===== src/rtl/circ_unrotate8_seq_pkg.sv =====
// Shared definitions for the rotate/shift family: widths, FSM state
// encoding and the single-position left-rotate step.
package circ_unrotate8_seq_pkg;

    localparam int DATA_W = 8;
    localparam int AMT_W  = 3;

    typedef enum logic [1:0] {
        ST_IDLE  = 2'd0,
        ST_SHIFT = 2'd1,
        ST_DONE  = 2'd2
    } state_t;

    // One-position left rotate: bit i moves to bit (i+1) mod DATA_W.
    function automatic logic [DATA_W-1:0] rotl1(input logic [DATA_W-1:0] v);
        return {v[DATA_W-2:0], v[DATA_W-1]};
    endfunction

endpackage


===== src/rtl/rotl1_8.sv =====
// Combinational 8-bit rotate-left-by-one step used by the sequential rotator.
module rotl1_8
    import circ_unrotate8_seq_pkg::*;
(
    input  logic [DATA_W-1:0] a,
    output logic [DATA_W-1:0] y
);

    assign y = rotl1(a);

endmodule


===== src/rtl/circ_unrotate8_seq.sv =====
// Sequential 8-bit left rotator: undoes a right rotation by s, one bit per
// cycle, with a start/ready handshake and a one-cycle done pulse.
//
//   state    | meaning
//   ---------+-----------------------------------------------------------
//   ST_IDLE  | waiting for start; o holds its last value
//   ST_SHIFT | rotating o left once per cycle, counter counts down to 1
//   ST_DONE  | o is final, done is high; a new start is accepted here
module circ_unrotate8_seq
    import circ_unrotate8_seq_pkg::*;
(
    input  logic              clk,
    input  logic              rst,
    input  logic              start,
    input  logic [DATA_W-1:0] a,
    input  logic [AMT_W-1:0]  s,
    output logic              ready,
    output logic              busy,
    output logic              done,
    output logic [DATA_W-1:0] o
);

    state_t            state_q, state_d;
    logic [AMT_W-1:0]  cnt_q, cnt_d;
    logic [DATA_W-1:0] o_q, o_d;
    logic [DATA_W-1:0] o_rot;
    logic              busy_q, busy_d;
    logic              done_q, done_d;

    rotl1_8 u_rotl1 (
        .a (o_q),
        .y (o_rot)
    );

    // ready is the only unregistered output: a pure decode of the state.
    assign ready = (state_q == ST_IDLE) || (state_q == ST_DONE);
    assign busy  = busy_q;
    assign done  = done_q;
    assign o     = o_q;

    // Next-state, datapath and next-output decode.
    always_comb begin
        state_d = state_q;
        cnt_d   = cnt_q;
        o_d     = o_q;
        busy_d  = 1'b0;
        done_d  = 1'b0;

        case (state_q)
            ST_IDLE, ST_DONE: begin
                if (start) begin
                    o_d   = a;
                    cnt_d = s;
                    // A zero rotate has nothing to shift; finish immediately.
                    if (s != '0) begin
                        state_d = ST_SHIFT;
                    end else begin
                        state_d = ST_DONE;
                    end
                end else begin
                    state_d = ST_IDLE;
                end
            end
            ST_SHIFT: begin
                o_d   = o_rot;
                cnt_d = cnt_q - 1'b1;
                // Terminal count: this is the last of the s rotate steps.
                if (cnt_q == {{(AMT_W-1){1'b0}}, 1'b1}) begin
                    state_d = ST_DONE;
                end
            end
            default: begin
                state_d = ST_IDLE;
            end
        endcase

        busy_d = (state_d == ST_SHIFT);
        done_d = (state_d == ST_DONE);
    end

    // State, counter, result and registered status flags.
    always_ff @(posedge clk) begin
        if (rst) begin
            state_q <= ST_IDLE;
            cnt_q   <= '0;
            o_q     <= '0;
            busy_q  <= 1'b0;
            done_q  <= 1'b0;
        end else begin
            state_q <= state_d;
            cnt_q   <= cnt_d;
            o_q     <= o_d;
            busy_q  <= busy_d;
            done_q  <= done_d;
        end
    end

endmodule


===== config.mk =====
export PLATFORM = sky130hd
export DESIGN_NAME = circ_unrotate8_seq
export DESIGN_NICKNAME = d
export VERILOG_FILES = /design/src/rtl/circ_unrotate8_seq_pkg.sv /design/src/rtl/rotl1_8.sv /design/src/rtl/circ_unrotate8_seq.sv
export SDC_FILE = /design/constraint.sdc
export NUM_CORES = 1
export LEC_CHECK = 0
export BUFFER_PORTS_ARGS = -buffer_cell sky130_fd_sc_hd__buf_2
export CORE_UTILIZATION = 46
export DETAILED_ROUTE_END_ITERATION = 8
export GPL_TIMING_DRIVEN = 0
export PLACE_DENSITY = 0.75
export SLEW_MARGIN = 20
export SYNTH_ARGS = -nofsm -noshare
export SYNTH_HDL_FRONTEND = slang
export SYNTH_SLANG_ARGS = --single-unit
export TNS_END_PERCENT = 50

===== constraint.sdc =====
create_clock -name clk -period 1.45 [get_ports clk]
set_input_delay 0.0725 -clock clk [delete_from_list [all_inputs] [get_ports clk]]
set_output_delay 0.0725 -clock clk [all_outputs]
set_load 0.01 [all_outputs]

==> results by group, run 1 <==
Status
  – Outcome: completed

Timing
  – Final setup fails: 0
  – Final period utilization: 80.0%
  – Fmax: 862 MHz
  – Min Tclk post-route: 1.16 ns
  – Setup Skew: 0.00843 ns
  – Slew Limit Headroom: 71.2%
  – RSZ-0062 raised after global routing: false
  – Setup TNS Final: 0 ns
  – Final Max Slew Viols: 0
  – Final Hold Vio Count: 0
  – Worst-Margin Slew: 0.432 ns

Clocking
  – TritonCTS Buffers: 3
  – Worst-Skew Late Latency: 0.29 ns
  – Root Buffer Master: clkbuf_4
  – CTS max path bufs: 2
  – CTS clk-pin slew, worst paths: 0.10 ns
  – CTS tree: built
  – Clock sink total: 15
  – Post-CTS sizing: 0
  – Setup repair bufs after CTS: 0
  – H-tree levels: 1
  – Hold_buf cts: 0

Critical path
  – CP delay by family, top: flip-flops
  – Worst R2R Start: cnt_q[0]
  – Worst-path maximum fanout: 4
  – Reg-to-reg endpoint: cnt_q[1]
  – Worst EP arrival: 1.34 ns
  – Critical Path Max Stage Delay: 0.38 ns
  – Worst setup path start: cnt_q[0]
  – Setup crit start kind: flop
  – CP Class: reg2reg
  – Slowest stage cell, crit path: dfxtp_1
  – Crit path buf inv count: 1
  – Critical Path RT: 1.63 ns
  – Worst reg2reg path depth: 3
  – Crit path cell chain: inv_1, ha_1, a2111oi_1
  – Worst R2R Setup Slack: 0.29 ns
  – CP endpoint kind: flop

Route
  – DRC: 0
  – Via density: 5.26
  – ANT nets after route: 0
  – WL/cell: 11.8 microns
  – Final Routed Wirelength: 1430 microns
  – Drt initial violations: 8
  – Drt first pass iters: 4
  – Routed vias: 636

Synth
  – FF+latch count, synth: 15
  – Net Count, Synth: 94
  – Post-synth EDFFs: 0
  – Synth area leaders: dfxtp_1 (44%), a311oi_1 (9.0%), nand2_1 (7.7%)
  – Cell Area, Synth: 679 sq um
  – Count leader, synth: dfxtp_1
  – Cell count after synthesis: 78
  – Most frequent cells after synthesis: dfxtp_1 (15), nand2_1 (14), nor2_1 (10)
  – Synth area leader: dfxtp_1
  – Yosys warns: 0
  – Synth Flop Type: dfxtp_1
  – Share of the synthesized area in the top cell type: 44.2%
  – Mean Syn Cell Area: 8.71 sq um
  – Synth unique cells: 21
  – Async SR Flop Fraction: 0%
  – Sequential area share after synthesis: 44.2%

Flow run
  – Max-Cap Viols: 0

Floorplan
  – DIE AREA: 1630 sq um
  – Core area: 1330 sq um
  – I/O Pins: 25
  – Die Span Y: 40.4 microns
  – Starting Density: 50.9%
  – Die X: 40.4 microns
  – # rows: 13

Layout
  – Layout cells sized above 1: 33.0%
  – Area Overhead vs Synth: 24.5%
  – Fin nets: 123
  – # diodes: 0

Hold path
  – Hold Path Depth: 2
  – Hold Path Class: in2reg
  – Hold wc startpoint: rst
  – Hold EP: o[0]

Global routing
  – Global route overflow: 0
  – First-pass GRT wire length: 2210 microns
  – Total track usage: 21.1%
  – Initial antenna violation count: 0
  – Largest net degree at the start of global routing: 11
  – Vias in the first global route: 515

Power and ir drop
  – Max rail drop VDD: 0.000543 V
  – Total Power: 968 uW
  – Total leakage power: 0.386 nW
  – Power density over the cells: 1140 nW/um^2

Placement
  – Detail Placement HPWL: 1040 microns
  – Gpl congestion: 0.838
  – I/O Buffers: 24
[power breakdown]
part,switching [mW],internal (mW)
clock network,0.146,0.103
logic,0.124,0.110
registers,0.0288,0.457
[per-layer routing]
layer | track usage, % | wire length [microns] | up-vias
met5 | 0 | 0 | -
met4 | 12.5 | 26 | 0
met3 | 5.00 | 77 | 4
met2 | 30.6 | 672 | 18
met1 | 28.1 | 651 | 283
li1 | - | - | 331
[how the worst max path moves through the flow]
stage	depth (start not counted)	slack, ns	end
2_1_floorplan	3	0.39	cnt_q[1]
3_3_place_gp	3	0.33	cnt_q[1]
3_5_place_dp	3	0.29	cnt_q[1]
4_1_cts	3	0.28	cnt_q[1]
5_1_grt	3	0.16	cnt_q[1]
6_report	3	0.29	cnt_q[1]
[placed cells by master, fill, tap and decap left out, types with 2 or more instances in the layout]
cell	instances
clkbuf_4	3
nand2_1	14
a311oi_1	7
buf_6	3
a211oi_1	2
a32oi_1	2
nor2b_1	3
nor2_1	10
dfxtp_1	15
o22ai_1	2
nand2b_1	2
nor3_1	4
buf_2	25
ha_1	2
inv_1	4
[cell families (layout without fill, tap and decap cells)]
logic type | Yosys count | in the layout | synth area share (%)
AOI/OAI and AO/OA | 17 | 17 | 20.1
adders and majority gates | 2 | 2 | 3.68
buffers and inverters | 9 | 37 | 8.47
DFF | 15 | 15 | 44.2
and+or+nand+nor | 35 | 35 | 23.6
[worst register-to-register path, cell delays in order (launching register included)]
cell and delay (ns):
dfxtp_1 0.38, inv_1 0.06, ha_1 0.28, a2111oi_1 0.33
[cell type report]
class / instances / area [sq um]
tap: 15 / 18.8
multi-input combinational: 54 / 322
clock inverter: 1 / 5.00
buffer: 5 / 42.5
inverter: 4 / 15.0
clock buffer: 3 / 22.5
timing repair buffer: 24 / 120
fill: 133 / 488
sequential: 15 / 300
[per-stage QoR]
stage / utilization, % / std cells / area, sq um / hold slack (ns) / setup slack [ns]
global placement: 61.4 / 117 / 818 / 0.326 / 0.326
floorplan: - / 78 / 679 / 0.144 / 0.386
detailed placement: 61.4 / 117 / 818 / 0.345 / 0.293
CTS: 63.4 / 121 / 846 / 0.0245 / 0.276
global route: 63.4 / 121 / 846 / 0.0194 / 0.159
finish: 63.4 / 121 / 846 / 0.0257 / 0.289
[state kept, by name, summed over array words and instances (netlist names)]
register  count
o             8
busy          1
cnt_q         3
done          1
state_q       2
No activity file was read; power rests on OpenSTA's default activity.
==> inputs of run 2 (changes only) <==
==> constraint.sdc (replaced) <==
create_clock -name clk -period 1.07 [get_ports clk]
set_input_delay 0.0535 -clock clk [delete_from_list [all_inputs] [get_ports clk]]
set_output_delay 0.0535 -clock clk [all_outputs]
set_load 0.01 [all_outputs]
==> results by group, run 2 (synthesis gave the netlist of run 1 again) <==
Route
  – Routed vias: 727 (+14%)
  – DRC: 0 (unchanged)
  – WL met2: 987 microns (+47%)
  – M1 wire length: 901 microns (+38%)
  – Via density: 5.72 (+8.9%)
  – Drt first pass iters: 4 (unchanged)
  – Highest routed layer: met4
  – Drt initial violations: 18 (+10)
  – Final Routed Wirelength: 2080 microns (+46%)
  – Met3 Wirelength: 183 microns (+140%)
  – WL/cell: 16.4 microns (+39%)
  – ANT nets after route: 0 (unchanged)

Clocking
  – Root Buffer Master: clkbuf_4
  – CTS tree: built
  – TritonCTS Buffers: 3 (unchanged)
  – CTS max path bufs: 2 (unchanged)
  – Worst-Skew Late Latency: 0.29 ns (about the same)
  – Clock sink total: 15 (unchanged)
  – CTS clk-pin slew, worst paths: 0.10 ns (about the same)
  – H-tree levels: 1 (unchanged)

Critical path
  – CP Class: reg2reg
  – Worst R2R Setup Slack: -0.07 ns (-0.36 ns)
  – Critical Path Max Stage Delay: 0.38 ns (about the same)
  – Reg-to-reg endpoint: o[0]
  – Worst R2R Start: state_q[0]
  – Worst setup path start: state_q[0]
  – Worst-path maximum fanout: 5 (+1)
  – Total stage count of the critical path: 4 (+1)
  – Crit path cell chain: nor2b_4, buf_6, nand2_1, a311oi_1
  – Setup crit start kind: flop
  – CP delay by family, top: flip-flops
  – Worst reg2reg path depth: 4 (+1)
  – CP endpoint kind: flop
  – Slowest stage cell, crit path: dfxtp_4
  – Critical Path RT: 1.27 ns (-0.36 ns)
  – Worst setup endpoint: o[0]
  – Crit path buf inv count: 1 (unchanged)
  – Worst EP arrival: 1.34 ns (about the same)

Floorplan
  – DIE AREA: 1630 sq um (unchanged)
  – Starting Density: 50.9% (unchanged)
  – # rows: 13 (unchanged)
  – Die X: 40.4 microns (unchanged)
  – I/O Pins: 25 (unchanged)
  – Core area: 1330 sq um (unchanged)
  – Die Span Y: 40.4 microns (unchanged)

Global routing
  – Largest net degree at the start of global routing: 11 (unchanged)
  – Vias in the first global route: 532 (+3.3%)
  – Total track usage: 21.5% (+0.34 points)
  – Global route overflow: 0 (unchanged)
  – Initial antenna violation count: 0 (unchanged)
  – First-pass GRT wire length: 2310 microns (+4.4%)

Power and ir drop
  – Register share of total power: 44.9% (-5.2 points)
  – Power density over the cells: 1440 nW/um^2 (+26%)
  – Switch share: 33.1% (+2.2 points)
  – Comb pwr share: 33.0% (+8.9 points)
  – Share of total power in the clock network: 22.2% (-3.5 points)
  – Cell internal pwr: 1.01 mW (+51%)
  – Total leakage power: 0.459 nW (+19%)
  – Max rail drop VDD: 0.000729 V (+34%)
  – Switching power: 500 uW (+67%)

Timing
  – Setup TNS Final: -0.124 ns (-0.124 ns)
  – RSZ-0062 raised after global routing: true
  – Final Max Slew Viols: 0 (unchanged)
  – Setup Skew: 0.0105 ns (+0.00211 ns)
  – Slew Limit Headroom: 61.3% (-9.9 points)
  – Final setup fails: 8 (+8)
  – Min Tclk post-route: 1.14 ns (-0.0250 ns)
  – Fmax: 880 MHz (+2.2%)
  – Final Hold Vio Count: 0 (unchanged)
  – Worst Setup Slack, final: -0.0657 ns (-0.355 ns)
  – Worst-Margin Slew: 0.580 ns (+0.149 ns)
  – Final period utilization: 106% (+26 points)

Status
  – Failing checks: negative setup slack
  – Outcome: complete, but fails checks

Placement
  – Detail Placement HPWL: 1040 microns (unchanged)
  – Dpl cells: 117 (unchanged)
  – I/O Buffers: 24 (unchanged)
  – Gpl congestion: 0.838 (unchanged)

Layout
  – Most common cell after layout, fill and taps aside: buf_2
  – Layout cells sized above 1: 53.6% (+21 points)
  – # diodes: 0 (unchanged)
  – Max reg flops: 8 (unchanged)
  – Most frequent cells in the layout: buf_2 (25), nand2_1 (13), dfxtp_1 (12)
  – Fin nets: 129 (+4.9%)
  – Area Overhead vs Synth: 54.5%
  – Fillcell total: 87 (-35%)
  – Non-filler instance count after layout: 127 (+5.0%)

Hold path
  – Hold Path Depth: 3 (+1)
  – Hold Path Class: in2reg

Flow run
  – Max-Cap Viols: 0 (unchanged)
-- run 2: metal layers --
| layer | vias up | global-route usage, % |
|---|---|---|
| li1 | 346 | - |
| met1 | 338 | 30.4 |
| met2 | 39 | 31.3 |
| met3 | 4 | 5.00 |
| met4 | 0 | 7.50 |
| met5 | - | 0 |
-- run 2: timing repair --
action / in CTS / in global routing
setup buffers: 2 / 1
hold buffers: 0 / 0
resized for setup: 8 / 25
endpoints found under the setup margin: 10 / 15
pin swaps: 5 / 8
gates cloned: 1 / 2
-- run 2: how the worst min path moves through the flow --
stage | from | end | slack (ns)
after CTS | a[6] | o[6] | 0.003
final | a[2] | o[2] | 0.02
after detailed placement | rst | o[0] | 0.33
after global routing | a[1] | o[1] | 0.02
after global placement | rst | o[0] | 0.31
after floorplan | rst | busy | 0.13
-- run 2: worst min-delay path, cell delays in order --
cell      delay, ns
buf_2          0.09
nand2_1        0.05
a311oi_1       0.08
-- run 2: per-stage QoR --
stage	hold WS [ns]	setup WS (ns)	instance area [sq um]	utilization (%)	power (mW)
after floorplan	0.125	0.00591	679	-	0.879
after global placement	0.307	-0.0538	818	61.4	0.982
after detailed placement	0.326	-0.0867	818	61.4	0.990
after CTS	0.00298	-0.0177	895	67.1	1.37
after global routing	0.0188	-0.0695	1050	78.7	1.59
final	0.0181	-0.0657	1050	78.7	1.51
-- run 2: power by group through the flow --
stage	combinational (mW)	sequential [mW]	clock, mW
6_report	0.499	0.679	0.335
2_1_floorplan	0.191	0.688	0
3_5_place_dp	0.318	0.671	0
4_1_cts	0.359	0.660	0.346
3_3_place_gp	0.312	0.670	0
5_1_grt	0.540	0.684	0.367
-- run 2: final cells by class --
type	count	area, sq um	share of cell area, %
Clock inverter	1	5.00	0.477
Multi-Input combinational cell	54	437	41.6
Inverter	4	17.5	1.67
Tap cell	15	18.8	1.79
Timing Repair Buffer	30	188	17.9
Sequential cell	15	309	29.4
Buffer	5	52.6	5.01
Clock buffer	3	22.5	2.15
==> inputs of run 3 (changes only) <==
--- a/config.mk
+++ b/config.mk
@@ -6,10 +6,12 @@
 export NUM_CORES = 1
 export LEC_CHECK = 0
 export BUFFER_PORTS_ARGS = -buffer_cell sky130_fd_sc_hd__buf_2
-export CORE_UTILIZATION = 46
+export CELL_PAD_IN_SITES_DETAIL_PLACEMENT = 1
+export CELL_PAD_IN_SITES_GLOBAL_PLACEMENT = 1
+export CORE_UTILIZATION = 33
 export DETAILED_ROUTE_END_ITERATION = 8
 export GPL_TIMING_DRIVEN = 0
-export PLACE_DENSITY = 0.75
+export PLACE_DENSITY_LB_ADDON = 0.1
 export SLEW_MARGIN = 20
 export SYNTH_ARGS = -nofsm -noshare
 export SYNTH_HDL_FRONTEND = slang
==> results by group, run 3 (synthesis gave the netlist of run 1 again) <==
Layout
  – Finished Core Util: 53.2% (-25 points)
  – Non-filler instance count after layout: 139 (+9.4%)
  – # diodes: 0 (unchanged)
  – Most frequent cells in the layout: buf_2 (26), dfxtp_1 (12), nor2_1 (10)
  – Area Overhead vs Synth: 52.1%
  – Most common cell after layout, fill and taps aside: buf_2
  – Layout cells sized above 1: 55.4% (+1.8 points)
  – Max reg flops: 8 (unchanged)
  – Fin area: 1030 sq um (-1.5%)
  – Fin nets: 129 (unchanged)
  – Fillcell total: 244 (+180%)

Hold path
  – Hold Path Depth: 2 (-1)
  – Hold Path Class: in2reg

Floorplan
  – Die Span Y: 47.4 microns (+17%)
  – Starting Density: 35.0% (-16 points)
  – # rows: 16 (+3)
  – Core area: 1940 sq um (+46%)
  – I/O Pins: 25 (unchanged)
  – DIE AREA: 2240 sq um (+37%)
  – Die X: 47.4 microns (+17%)

Timing
  – Worst-Margin Slew: 0.646 ns (+0.0661 ns)
  – Final Hold Vio Count: 0 (unchanged)
  – Final setup fails: 8 (unchanged)
  – Fmax: 875 MHz (-0.67%)
  – Slew Limit Headroom: 56.9% (-4.4 points)
  – Final Max Slew Viols: 0 (unchanged)
  – Min Tclk post-route: 1.14 ns (+0.00769 ns)
  – Final period utilization: 107% (+0.72 points)
  – Setup Skew: 0.00498 ns (-0.00556 ns)
  – RSZ-0062 raised after global routing: true
  – Worst Setup Slack, final: -0.0734 ns (-0.00769 ns)

Status
  – Outcome: complete, but fails checks
  – Failing checks: negative setup slack

Route
  – Routed vias: 725 (-0.28%)
  – Drt initial violations: 5 (-13)
  – Drt first pass iters: 4 (unchanged)
  – Final Routed Wirelength: 2180 microns (+5.0%)
  – ANT nets after route: 0 (unchanged)
  – WL/cell: 15.7 microns (-4.1%)
  – DRC: 0 (unchanged)
  – Via density: 5.22 (-8.9%)

Power and ir drop
  – Register share of total power: 45.6% (+0.7 points)
  – Max rail drop VDD: 0.000702 V (-3.6%)
  – Switching power: 489 uW (-2.3%)
  – Power density over the cells: 1430 nW/um^2 (-0.53%)
  – Switch share: 33.0% (-0.081 points)
  – Share of total power in the clock network: 22.9% (+0.7 points)
  – Cell internal pwr: 993 uW (-2.0%)
  – Total leakage power: 0.444 nW (-3.1%)
  – Comb pwr share: 31.5% (-1.5 points)

Critical path
  – Worst reg2reg path depth: 4 (unchanged)
  – Slowest stage cell, crit path: dfxtp_4
  – Worst EP arrival: 1.34 ns (about the same)
  – Worst-path maximum fanout: 5 (unchanged)
  – Critical Path RT: 1.27 ns (about the same)
  – Setup crit start kind: flop
  – CP Class: reg2reg
  – Crit path cell chain: nand2b_4, clkbuf_16, nand2_1, a311oi_1
  – CP delay by family, top: flip-flops
  – CP endpoint kind: flop
  – Total stage count of the critical path: 4 (unchanged)
  – Crit path buf inv count: 1 (unchanged)
  – Critical Path Max Stage Delay: 0.40 ns (+0.02 ns)

Clocking
  – TritonCTS Buffers: 3 (unchanged)
  – CTS max path bufs: 2 (unchanged)
  – CTS clk-pin slew, worst paths: 0.09 ns (about the same)
  – Root Buffer Master: clkbuf_4
  – H-tree levels: 1 (unchanged)
  – Hold_buf cts: 0 (unchanged)
  – Clock sink total: 15 (unchanged)
  – Worst-Skew Late Latency: 0.29 ns (about the same)
  – CTS tree: built

Global routing
  – Global route overflow: 0 (unchanged)
  – First-pass GRT wire length: 3020 microns (+31%)
  – Total track usage: 20.1% (-1.4 points)
  – Largest net degree at the start of global routing: 11 (unchanged)
  – Initial antenna violation count: 0 (unchanged)
  – Vias in the first global route: 664 (+25%)

Placement
  – Gpl congestion: 0.799 (-4.6%)
  – Dpl cells: 129 (+10%)
  – Placed cell area: 833 sq um (+1.8%)
  – Pre-CTS setup slack: -0.147 ns (-0.0602 ns)
  – I/O Buffers: 24 (unchanged)
  – Detail Placement HPWL: 1280 microns (+23%)

Flow run
  – Max-Cap Viols: 0 (unchanged)
[run 3: cell types whose count changed in the layout (fill, tap and decap cells not counted), moves of 2 or more]
cell     previous run  this run
o22ai_2             2         0
nand2_2             1         5
o22ai_1             0         2
buf_6               5         3
nand2_1            13         9
[run 3: repair_timing]
| item | 4_1_cts | 5_1_grt |
|---|---|---|
| pin swaps | 7 | 7 |
| buffers inserted | 2 | 0 |
| gates cloned | 2 | 2 |
| setup endpoints to repair | 13 | 13 |
| resized for setup | 21 | 11 |
[run 3: area by class of cell]
cell class / instances / area (sq um) / area share (%)
multi-input cells: 54 / 415 / 40.2
flip-flops and latches: 15 / 309 / 29.9
repair buffers: 30 / 178 / 17.2
plain buffers: 5 / 52.6 / 5.08
well taps: 27 / 33.8 / 3.27
clock buffers: 3 / 22.5 / 2.18
inverters: 4 / 17.5 / 1.69
clock inverters: 1 / 5.00 / 0.484
[run 3: power by group through the flow]
stage	Clock, mW	Sequential, mW	Combinational [mW]
4_1_cts	0.345	0.667	0.412
2_1_floorplan	0	0.688	0.191
6_report	0.340	0.675	0.467
3_5_place_dp	0	0.673	0.331
5_1_grt	0.387	0.682	0.511
3_3_place_gp	0	0.671	0.322
[run 3: path summary, 6_finish.rpt]
kind               from    endpoint  slack [ns]
max          state_q[0]        o[0]       -0.07
min                 rst  state_q[0]        0.01
max reg2reg  state_q[0]        o[0]       -0.07
min reg2reg        o[5]        o[5]        0.50
[run 3: worst reg2reg max path: stages, from the launching register on]
cell and delay, ns:
dfxtp_4 0.40, nand2b_4 0.18, clkbuf_16 0.15, nand2_1 0.06, a311oi_1 0.27
[run 3: per-layer routing]
layer / track usage, % / share of wire [%] / vias to the layer above
met3: 4.23 / 4.3 / 7
met5: 0 / 0 / -
met2: 34.2 / 54 / 23
met4: 10.9 / 3.1 / 0
met1: 23.4 / 38 / 354
li1: - / - / 341
[run 3: stage by stage]
step                      hold slack [ns]  setup TNS (ns)  power, mW
after floorplan                     0.125               0      0.879
after global placement              0.314          -0.443      0.993
after detailed placement            0.318          -0.774       1.00
after CTS                          0.0132          -0.167       1.42
after global routing              0.00525           -1.01       1.58
final                              0.0149          -0.232       1.48
